**src/rtl/display_pkg.sv**
```systemverilog
// Shared constants and types for the 7-digit multiplexed display bus.
package display_pkg;

    localparam int NUM_DIGITS = 7;
    localparam logic [6:0] SEG_BLANK = 7'h7F;

    // Active-low one-hot strobe patterns; digit 0 drives strobe bit 6 low
    localparam logic [6:0] DIG0 = 7'b0111111;
    localparam logic [6:0] DIG1 = 7'b1011111;
    localparam logic [6:0] DIG2 = 7'b1101111;
    localparam logic [6:0] DIG3 = 7'b1110111;
    localparam logic [6:0] DIG4 = 7'b1111011;
    localparam logic [6:0] DIG5 = 7'b1111101;
    localparam logic [6:0] DIG6 = 7'b1111110;

    // Timing shared with the effect blocks that drive the bus
    localparam int SCAN_DWELL             = 25000;
    localparam int SETTLE_CYCLES_DEFAULT  = 4;
    localparam int TIMEOUT_CYCLES_DEFAULT = 100000;

    typedef struct packed {
        logic       valid;  // exactly one strobe bit low
        logic       idle;   // all strobe bits high
        logic       err;    // two or more strobe bits low
        logic [2:0] idx;    // digit index, meaningful only when valid
    } trans_dec_t;

    // Digit expected after d in a normal left-to-right scan
    function automatic logic [2:0] next_digit(input logic [2:0] d);
        return (d >= 3'(NUM_DIGITS - 1)) ? 3'd0 : d + 3'd1;
    endfunction

endpackage

```
**src/rtl/scan_capture_if.sv**
```systemverilog
// Display bus plus frame-buffer readback signals of the scan capture block.
interface scan_capture_if;
    logic [6:0]  trans_in;
    logic [6:0]  seg_in;
    logic [2:0]  rd_addr;
    logic [6:0]  rd_seg;
    logic        frame_valid;
    logic        frame_changed;
    logic        digit_err;
    logic        scan_stall;
    logic [15:0] frame_count;

    // Side that drives the display and reads frames back
    modport master (
        output trans_in, seg_in, rd_addr,
        input  rd_seg, frame_valid, frame_changed, digit_err, scan_stall, frame_count
    );

    // Capture block
    modport slave (
        input  trans_in, seg_in, rd_addr,
        output rd_seg, frame_valid, frame_changed, digit_err, scan_stall, frame_count
    );
endinterface

```
**src/rtl/trans_decode.sv**
```systemverilog
// Combinational decode of the active-low digit strobe into valid/idle/error and digit index.
module trans_decode
    import display_pkg::*;
(
    input  logic [6:0] trans,
    output trans_dec_t dec
);

    logic [6:0] low;
    logic       one_low;

    assign low     = ~trans;
    assign one_low = (low != 7'd0) && ((low & (low - 7'd1)) == 7'd0);

    // Classify the strobe and map the low bit position so bit 6 is digit 0
    always_comb begin
        dec.valid = one_low;
        dec.idle  = (low == 7'd0);
        dec.err   = !one_low && (low != 7'd0);
        dec.idx   = 3'd0;
        for (int i = 0; i < NUM_DIGITS; i++) begin
            if (low[i]) begin
                dec.idx = 3'(NUM_DIGITS - 1 - i);
            end
        end
    end

endmodule

```
**src/rtl/scan_capture.sv**
```systemverilog
// Receives the multiplexed display bus, samples each digit once per dwell and
// commits complete in-order scans into a readable 7-entry frame buffer.
module scan_capture
    import display_pkg::*;
#(
    parameter int SETTLE_CYCLES  = SETTLE_CYCLES_DEFAULT,
    parameter int TIMEOUT_CYCLES = TIMEOUT_CYCLES_DEFAULT
) (
    input  logic          clk,
    input  logic          rst,
    scan_capture_if.slave bus
);

    localparam int DW = $clog2(TIMEOUT_CYCLES + 2);
    localparam logic [DW-1:0] SETTLE_W  = DW'(SETTLE_CYCLES);
    localparam logic [DW-1:0] TIMEOUT_W = DW'(TIMEOUT_CYCLES);
    localparam logic [DW-1:0] DWELL_MAX = DW'(TIMEOUT_CYCLES + 1);

    logic [6:0]    trans_reg;
    logic [6:0]    seg_reg;
    logic [DW-1:0] dwell_reg;
    logic [2:0]    last_digit_reg;
    logic [6:0]    seen_reg;
    logic          commit_pend_reg;
    logic [6:0]    shadow_reg [0:NUM_DIGITS-1];
    logic [6:0]    frame_reg  [0:NUM_DIGITS-1];
    logic [6:0]    rd_seg_reg;
    logic          frame_valid_reg;
    logic          frame_changed_reg;
    logic          digit_err_reg;
    logic          scan_stall_reg;
    logic [15:0]   frame_count_reg;

    trans_dec_t              dec;
    logic                    stall_now;
    logic                    sample;
    logic                    bad_strobe;
    logic                    order_ok;
    logic [6:0]              digit_bit;
    logic [6:0]              seen_upd;
    logic [NUM_DIGITS-1:0]   diff;

    trans_decode u_decode (
        .trans (trans_reg),
        .dec   (dec)
    );

    // dwell_reg counts cycles the registered strobe has held; 0 on its first cycle
    assign stall_now  = dwell_reg > TIMEOUT_W;
    assign sample     = dec.valid && (dwell_reg == SETTLE_W);
    assign bad_strobe = dec.err && (dwell_reg == '0);
    assign order_ok   = (dec.idx == next_digit(last_digit_reg));
    assign digit_bit  = 7'd1 << dec.idx;
    // An out-of-order digit restarts the scan with itself as the first entry
    assign seen_upd   = (order_ok ? seen_reg : 7'd0) | digit_bit;

    for (genvar gi = 0; gi < NUM_DIGITS; gi++) begin : g_diff
        assign diff[gi] = (frame_reg[gi] != shadow_reg[gi]);
    end

    // Register the bus once and track how long the strobe has been static
    always_ff @(posedge clk or posedge rst) begin
        if (rst) begin
            trans_reg <= SEG_BLANK;
            seg_reg   <= SEG_BLANK;
            dwell_reg <= '0;
        end else begin
            trans_reg <= bus.trans_in;
            seg_reg   <= bus.seg_in;
            if (bus.trans_in != trans_reg) begin
                dwell_reg <= '0;
            end else if (dwell_reg != DWELL_MAX) begin
                dwell_reg <= dwell_reg + 1'b1;
            end
        end
    end

    // Sample one digit per dwell, enforce scan order and flag a completed scan
    always_ff @(posedge clk or posedge rst) begin
        if (rst) begin
            last_digit_reg  <= 3'(NUM_DIGITS - 1);
            seen_reg        <= '0;
            commit_pend_reg <= 1'b0;
            digit_err_reg   <= 1'b0;
            for (int i = 0; i < NUM_DIGITS; i++) begin
                shadow_reg[i] <= SEG_BLANK;
            end
        end else begin
            digit_err_reg   <= bad_strobe || (sample && !order_ok);
            commit_pend_reg <= 1'b0;
            if (stall_now || bad_strobe) begin
                seen_reg <= '0;
            end else if (sample) begin
                shadow_reg[dec.idx] <= seg_reg;
                last_digit_reg      <= dec.idx;
                if (dec.idx == 3'(NUM_DIGITS - 1)) begin
                    commit_pend_reg <= (seen_upd == 7'h7F);
                    seen_reg        <= '0;
                end else begin
                    seen_reg <= seen_upd;
                end
            end
        end
    end

    // Copy a completed scan into the frame buffer and report it
    always_ff @(posedge clk or posedge rst) begin
        if (rst) begin
            frame_valid_reg   <= 1'b0;
            frame_changed_reg <= 1'b0;
            frame_count_reg   <= '0;
            for (int i = 0; i < NUM_DIGITS; i++) begin
                frame_reg[i] <= SEG_BLANK;
            end
        end else begin
            frame_valid_reg   <= commit_pend_reg;
            frame_changed_reg <= commit_pend_reg && (diff != '0);
            if (commit_pend_reg) begin
                frame_count_reg <= frame_count_reg + 16'd1;
                for (int i = 0; i < NUM_DIGITS; i++) begin
                    frame_reg[i] <= shadow_reg[i];
                end
            end
        end
    end

    // Stall flag follows the saturated dwell counter one cycle later
    always_ff @(posedge clk or posedge rst) begin
        if (rst) begin
            scan_stall_reg <= 1'b0;
        end else begin
            scan_stall_reg <= stall_now;
        end
    end

    // Registered frame read; sees the pre-commit frame when a commit lands on the same edge
    always_ff @(posedge clk or posedge rst) begin
        if (rst) begin
            rd_seg_reg <= SEG_BLANK;
        end else begin
            rd_seg_reg <= (bus.rd_addr == 3'd7) ? SEG_BLANK : frame_reg[bus.rd_addr];
        end
    end

    assign bus.rd_seg        = rd_seg_reg;
    assign bus.frame_valid   = frame_valid_reg;
    assign bus.frame_changed = frame_changed_reg;
    assign bus.digit_err     = digit_err_reg;
    assign bus.scan_stall    = scan_stall_reg;
    assign bus.frame_count   = frame_count_reg;

endmodule
```
**src/flat_wrapper.sv**
```systemverilog
// flat-port wrapper written by rule: the top's interface ports become plain ports
module scan_capture_flat import display_pkg::*;
#(
    parameter int SETTLE_CYCLES  = SETTLE_CYCLES_DEFAULT,
    parameter int TIMEOUT_CYCLES = TIMEOUT_CYCLES_DEFAULT
)
  (clk, rst, bus_trans_in, bus_seg_in, bus_rd_addr, bus_rd_seg, bus_frame_valid, bus_frame_changed, bus_digit_err, bus_scan_stall, bus_frame_count);
  scan_capture_if bus_i ();
  input  logic clk;
  input  logic rst;
  input wire logic [$bits(bus_i.trans_in)-1:0] bus_trans_in;
  input wire logic [$bits(bus_i.seg_in)-1:0] bus_seg_in;
  input wire logic [$bits(bus_i.rd_addr)-1:0] bus_rd_addr;
  output wire logic [$bits(bus_i.rd_seg)-1:0] bus_rd_seg;
  output wire logic [$bits(bus_i.frame_valid)-1:0] bus_frame_valid;
  output wire logic [$bits(bus_i.frame_changed)-1:0] bus_frame_changed;
  output wire logic [$bits(bus_i.digit_err)-1:0] bus_digit_err;
  output wire logic [$bits(bus_i.scan_stall)-1:0] bus_scan_stall;
  output wire logic [$bits(bus_i.frame_count)-1:0] bus_frame_count;
  assign bus_i.trans_in = bus_trans_in;
  assign bus_i.seg_in = bus_seg_in;
  assign bus_i.rd_addr = bus_rd_addr;
  assign bus_rd_seg = bus_i.rd_seg;
  assign bus_frame_valid = bus_i.frame_valid;
  assign bus_frame_changed = bus_i.frame_changed;
  assign bus_digit_err = bus_i.digit_err;
  assign bus_scan_stall = bus_i.scan_stall;
  assign bus_frame_count = bus_i.frame_count;
  scan_capture #(.SETTLE_CYCLES(SETTLE_CYCLES), .TIMEOUT_CYCLES(TIMEOUT_CYCLES)) u_core (.clk(clk), .rst(rst), .bus(bus_i));
endmodule
```
**config.mk**
```make
export PLATFORM = sky130hd
export DESIGN_NAME = scan_capture_flat
export DESIGN_NICKNAME = d
export VERILOG_FILES = /design/src/rtl/display_pkg.sv /design/src/rtl/scan_capture_if.sv /design/src/rtl/trans_decode.sv /design/src/rtl/scan_capture.sv /design/src/flat_wrapper.sv
export SDC_FILE = /design/constraint.sdc
export NUM_CORES = 1
export LEC_CHECK = 0
export CAP_MARGIN = 20
export CORE_UTILIZATION = 60
export CTS_CLUSTER_DIAMETER = 120
export CTS_CLUSTER_SIZE = 14
export DETAILED_ROUTE_END_ITERATION = 10
export PLACE_DENSITY = 0.9
export SYNTH_ARGS = -nofsm -noshare
export SYNTH_HDL_FRONTEND = slang
export SYNTH_SLANG_ARGS = --single-unit
```
**constraint.sdc**
```tcl
create_clock -name clk -period 12.6 [get_ports clk]
set_clock_uncertainty 0.1 [all_clocks]
set_input_delay 2.52 -clock clk [delete_from_list [all_inputs] [get_ports clk]]
set_output_delay 2.52 -clock clk [all_outputs]
set_load 0.01 [all_outputs]
```
==> flow_summary.json, run 1 <==
{
  "outcome": "complete, no violations",
  "gr-usage-all-layers_pct": 27.42,
  "clockBufferDepth": 2,
  "synth_warnings": 0,
  "antenna_left": 0,
  "maxCapViolCount": 0,
  "worstSetupStartpointType": "primary input",
  "grt_antenna_before_repair": 0,
  "overall_die_area_um2": 13610,
  "postSynth.asyncResetShare_pct": 100.0,
  "timing.critical_path.fanout_max": 18,
  "areaGrowthSynthToFinish_pct": 15.54,
  "grt_pass1_wl_um": 27470,
  "core_box_area_um2": 12720,
  "max_clock_freq_mhz": 232.1,
  "finalNetCount": 695,
  "tritoncts_num_sinks": 166,
  "vias_per_inst": 6.000,
  "critPathKind": "primary input to flop",
  "synth.lib_cells_used.distinct": 61,
  "final_cell_mix": "dfstp_2 (121), mux2_2 (99), xor2_1 (45), clkdlybuf4s50_1 (45), dfrtp_1 (44)",
  "post_cts_setup_buffers": 0,
  "port-buffer-count": 45,
  "max_slew_headroom_at_the_worst_pin_pct": 37.64,
  "routed-via-count": 5136,
  "vdd_ir_drop_max_mv": 0.1059,
  "synth_nets": 649,
  "synth-seq-area-share_pct": 54.57,
  "power_per_cell_area_nw_per_um2": 121.4,
  "root_buffer": "clkbuf_16",
  "worstPathArrival_ns": 4.52,
  "worst_setup_path_end_kind": "flop",
  "cp.required_ns": 12.82,
  "rsz0062_at_grt": "no",
  "finalWirelength_um": 17030,
  "clk_pin_slew_ns": 0.06,
  "insertion_delay_ns": 0.43,
  "h-tree-depth": 4,
  "min_period_over_period_pct": 34.20,
  "hp-class": "flop to flop",
  "dr.first_iter.drc_count": 444,
  "row_count": 41,
  "cts_resized": 0,
  "floorplan.initialDensity_pct": 62.02,
  "global_route.overflow_total": 0,
  "placed_cells_incl_taps": 823,
  "layout.core_utilization_pct": 71.66,
  "antenna_cells_inserted": 0,
  "timing_max_transition_violations_final": 0,
  "final_setup_vio_count": 0,
  "fp.dieW_um": 116.7,
  "finalNonFillerCells": 856,
  "detailedRoute.firstPassIterationCount": 4,
  "post_cts_hold_buffer_count": 0,
  "detailed_place_hpwl_um": 10990,
  "p_leak_nw": 3.901,
  "grt_max_degree": 95,
  "post-route-drc-count": 0,
  "synth_edf_count": 0,
  "sum_of_negative_setup_slack_ns": 0,
  "drt-wirelength-per-cell_um": 19.90,
  "final_hold_viol_count": 0,
  "number_of_global_route_vias_before_repair": 5358,
  "tritoncts": "built",
  "postSynthRegisterBits": 166,
  "avgSynthCellArea_um2": 12.62,
  "fraction_of_final_layout_cells_with_drive_strength_greater_than_1_pct": 40.06,
  "layout_commonest_cell": "dfstp_2",
  "die_y_um": 116.7,
  "synthCells": 625,
  "num_io_pins": 46,
  "ys_dominant_reg_cell": "dfstp_2",
  "cts_buf_count": 17,
  "finalWorstPathRequiredPeriod_ns": 4.309,
  "netlist_area_um2": 7890,
  "weighted_congestion_at_the_end_of_routability_driven_global_placement": 0.8875,
  "max_slew.worst_pin.slew_ns": 0.9324
}
-- per-layer routing --
layer  routed length [µm]  global-route usage (%)  vias up
met5                    0                       0        -
met4                  581                   13.50        0
met3                  723                   6.383       47
met2                 8711                   46.19      131
met1                 7015                   33.26     2663
li1                     -                       -     2295
-- cells by family (layout without fill, tap and decap cells) --
kind of cell             Yosys count  after routing  synth area share, %
flip-flops                       166            166                54.57
AO/OA/AOI/OAI                     61             61                5.741
AND/OR/NAND/NOR                  151            151                10.56
XOR/XNOR                          86             86                9.546
multiplexers                     111            111                16.49
buffers and inverters             45            104                2.299
adder cells (fa/ha/maj)            5              5               0.7929
-- report_power, final --
group | internal [mW] | switching (mW)
registers | 0.541 | 0.00652
logic | 0.0142 | 0.0224
clock network | 0.315 | 0.207
total | 0.870 | 0.236
-- final timing paths --
path                                            startpoint                         end  slack, ns  cells past startpoint
worst max-delay path                        bus_rd_addr[0]        u_core.bus.rd_seg[4]       8.29                      4
worst min-delay path            u_core.bus.frame_count[15]  u_core.bus.frame_count[15]       0.37                      1
worst max register to register         u_core.dwell_reg[1]       u_core.shadow_reg[45]       9.77                      7
worst min register to register  u_core.bus.frame_count[15]  u_core.bus.frame_count[15]       0.37                      1
max in group asynchronous                              rst       u_core.shadow_reg[36]       8.64                      4
min in group asynchronous                              rst         u_core.dwell_reg[2]       2.47                      2
-- cell usage after synthesis (2+ instances only) --
| cell type | count | share of area [%] |
|---|---|---|
| nand2_1 | 30 | 1.4 |
| buf_4 | 2 | 0.19 |
| nor3_4 | 2 | 0.41 |
| o22ai_1 | 2 | 0.16 |
| xor2_1 | 45 | 5.0 |
| nand2_4 | 4 | 0.57 |
| nor2b_1 | 3 | 0.24 |
| and3_1 | 7 | 0.56 |
| a21oi_1 | 6 | 0.38 |
| mux2_1 | 3 | 0.43 |
| nor2_1 | 34 | 1.6 |
| buf_2 | 4 | 0.25 |
| mux4_2 | 5 | 1.4 |
| o21ai_0 | 21 | 1.3 |
| o21a_1 | 3 | 0.29 |
| dfrtp_1 | 45 | 14 |
| and2_1 | 3 | 0.24 |
| dfstp_2 | 121 | 40 |
| nand3_1 | 9 | 0.57 |
| nand2b_1 | 3 | 0.24 |
| nand4_1 | 20 | 1.6 |
| mux2i_1 | 4 | 0.51 |
| mux2_2 | 99 | 14 |
| ha_1 | 5 | 0.79 |
| o211ai_1 | 3 | 0.29 |
| o21bai_1 | 2 | 0.19 |
| a221o_1 | 2 | 0.25 |
| inv_1 | 24 | 1.1 |
| nor3_1 | 8 | 0.51 |
| xnor2_1 | 41 | 4.6 |
| a2111oi_0 | 2 | 0.22 |
| or3_1 | 2 | 0.16 |
| nor4_1 | 11 | 0.87 |
| or2_2 | 2 | 0.16 |
| o221ai_1 | 6 | 0.67 |
| clkbuf_1 | 14 | 0.67 |
| and4_1 | 4 | 0.44 |
-- cell type report --
type                            instances  area [µm²]
Tap cell                              172       215.2
Fill cell                             806        3606
Inverter                               24       95.09
Timing Repair Buffer                   48       493.0
Multi-Input combinational cell        414        3403
Clock inverter                         11       120.1
Clock buffer                           21       483.0
Sequential cell                       166        4307
-- worst max-delay path: stages --
cell             delay [ns]
clkdlybuf4s50_1        1.07
nand2b_1               0.44
o221ai_1               0.31
o21ai_0                0.17
-- per-stage QoR --
step | hold slack (ns) | power, mW | worst slack, ns | area [µm²]
2_1_floorplan | 0.2844 | 0.5749 | 5.690 | 7890
3_3_place_gp | 0.3609 | 0.5897 | 7.960 | 8486
3_5_place_dp | 0.3654 | 0.5910 | 7.889 | 8486
4_1_cts | 0.3737 | 1.112 | 8.328 | 9089
5_1_grt | 0.4000 | 1.141 | 8.152 | 9116
6_report | 0.3662 | 1.107 | 8.291 | 9116
Note: power is estimated with default switching activity, not from simulation.
==> inputs of run 2 (changes only) <==
- CORE_UTILIZATION: 60 -> 54
- PLACE_DENSITY: 0.9 -> 0.86
- clock period: 12.6 -> 3.6 ns (I/O delays scaled with it)
==> run 2 against run 1 <==
Hold slack better by 0.0059 ns. Sequential power increased to 3.5 times the previous value. First-iteration DRC count decreased by 34%. Critical path type is now flop to flop. Via count increased by 0.14%. Die area increased by 11%. Critical endpoint is now u_core.shadow_reg[11]. Flip-flop and latch count unchanged. Critical path depth grew 1. Final cell count is 1.2% higher. Highest routed layer unchanged.
==> flow_summary.json, run 2 (synthesized netlist as in run 1, its figures left out) <==
{
  "outcome": "complete, no violations",
  "detailedRoute.firstPassIterationCount": 5,
  "post-route-drc-count": 0,
  "final_cell_mix": "dfstp_2 (121), mux2_2 (99), xor2_1 (45), clkdlybuf4s50_1 (45), dfrtp_1 (44)",
  "number_of_global_route_vias_before_repair": 5366,
  "row_count": 43,
  "gr-usage-all-layers_pct": 24.39,
  "fp.dieW_um": 122.9,
  "max_clock_freq_mhz": 367.2,
  "antenna_left": 0,
  "crit_path_max_incr_delay_ns": 0.70,
  "dr.first_iter.drc_count": 295,
  "post_cts_hold_buffer_count": 0,
  "areaGrowthSynthToFinish_pct": 16.48,
  "tritoncts": "built",
  "vias_per_inst": 5.939,
  "clockBufferDepth": 2,
  "final_setup_vio_count": 0,
  "tritoncts_num_sinks": 166,
  "grt_max_degree": 59,
  "timing_max_transition_violations_final": 0,
  "detailed_place_hpwl_um": 11110,
  "timing.critical_path.slowest_stage_cell": "dfstp_2",
  "vdd_ir_drop_max_mv": 0.3821,
  "weighted_congestion_at_the_end_of_routability_driven_global_placement": 0.8878,
  "fraction_of_final_layout_cells_with_drive_strength_greater_than_1_pct": 40.52,
  "sum_of_negative_setup_slack_ns": 0,
  "finalNetCount": 697,
  "fillerInstances": 937,
  "timing.critical_path.fanout_max": 15,
  "hp-class": "flop to flop",
  "max_slew_headroom_at_the_worst_pin_pct": 41.27,
  "critical_path.cell_chain": "a41oi_1, a311oi_4, o21a_1, and3_1, mux2_2",
  "overall_die_area_um2": 15100,
  "routed-via-count": 5143,
  "cts_resized": 0,
  "grt_pass1_wl_um": 27490,
  "die_y_um": 122.9,
  "clk_pin_slew_ns": 0.06,
  "worstSetupStartpointType": "flop",
  "worst_setup_path_end_kind": "flop",
  "finalWorstPathRequiredPeriod_ns": 2.724,
  "cts_buf_count": 17,
  "post_cts_setup_buffers": 0,
  "grt_antenna_before_repair": 0,
  "rsz0062_at_grt": "no",
  "antenna_cells_inserted": 0,
  "h-tree-depth": 4,
  "min_period_over_period_pct": 75.66,
  "num_io_pins": 46,
  "max_slew.worst_pin.slew_ns": 0.8782,
  "cp.required_ns": 3.85,
  "worstPathArrival_ns": 2.98,
  "maxCapViolCount": 0,
  "global_route.overflow_total": 0,
  "floorplan.initialDensity_pct": 56.19,
  "power_per_cell_area_nw_per_um2": 431.7,
  "root_buffer": "clkbuf_16",
  "finalHoldWorstSlack_ns": 0.3721,
  "drt-wirelength-per-cell_um": 19.39,
  "core_box_area_um2": 14040,
  "finalWirelength_um": 16790,
  "insertion_delay_ns": 0.43,
  "port-buffer-count": 45,
  "final_hold_viol_count": 0,
  "p_leak_nw": 3.918,
  "layout_commonest_cell": "dfstp_2",
  "critPathKind": "flop to flop"
}
-- run 2: through the flow --
stage / utilization [%] / power, mW / worst slack (ns) / instances / area, µm²
global route: 65.45 / 4.091 / 0.7353 / 866 / 9190
detailed placement: 60.92 / 2.080 / 0.7573 / 834 / 8554
finish: 65.45 / 3.967 / 0.8764 / 866 / 9190
floorplan: - / 2.013 / 0.7660 / 625 / 7894
CTS: 65.45 / 3.998 / 0.8791 / 866 / 9190
global placement: 60.92 / 2.075 / 0.8158 / 834 / 8554
-- run 2: report_power, final --
part / switching [mW] / leakage (nW) / total [mW] / internal [mW]
clock network: 0.731 / 0.308 / 1.92 / 1.19
logic: 0.0793 / 1.74 / 0.132 / 0.0529
registers: 0.0234 / 1.87 / 1.92 / 1.89
-- run 2: final timing paths --
| check | startpoint | end | slack, ns | cells past startpoint |
|---|---|---|---|---|
| setup / recovery | u_core.trans_reg[4] | u_core.shadow_reg[11] | 0.88 | 5 |
| hold / removal | u_core.bus.frame_count[15] | u_core.bus.frame_count[15] | 0.37 | 1 |
| setup reg to reg | u_core.trans_reg[4] | u_core.shadow_reg[11] | 0.88 | 5 |
| hold reg to reg | u_core.bus.frame_count[15] | u_core.bus.frame_count[15] | 0.37 | 1 |
| max in group asynchronous | rst | u_core.shadow_reg[8] | 1.92 | 3 |
| min in group asynchronous | rst | u_core.bus.frame_count[15] | 0.69 | 2 |
-- run 2: final cells by class --
class / count / area [µm²] / area share (%)
clock buffer: 20 / 489.2 / 5.323
clock inverter: 12 / 146.4 / 1.593
inverter: 24 / 93.84 / 1.021
multi-input combinational: 414 / 3403 / 37.03
sequential: 166 / 4307 / 46.86
tap: 180 / 225.2 / 2.451
timing repair buffer: 50 / 525.5 / 5.718
-- run 2: critical path, delay by kind of cell (launching register included) --
| kind | cells | cell delay (ns) |
|---|---|---|
| flops | 1 | 0.70 |
| mux | 1 | 0.41 |
| simple gates | 1 | 0.54 |
| compound gates | 3 | 0.89 |
-- run 2: layer usage --
metal,vias to the layer above,wire [µm],track usage [%]
li1,2310,-,-
met1,2650,6983,30.80
met2,149,8602,40.27
met3,34,741,5.576
met4,0,463,10.29
met5,-,0,0
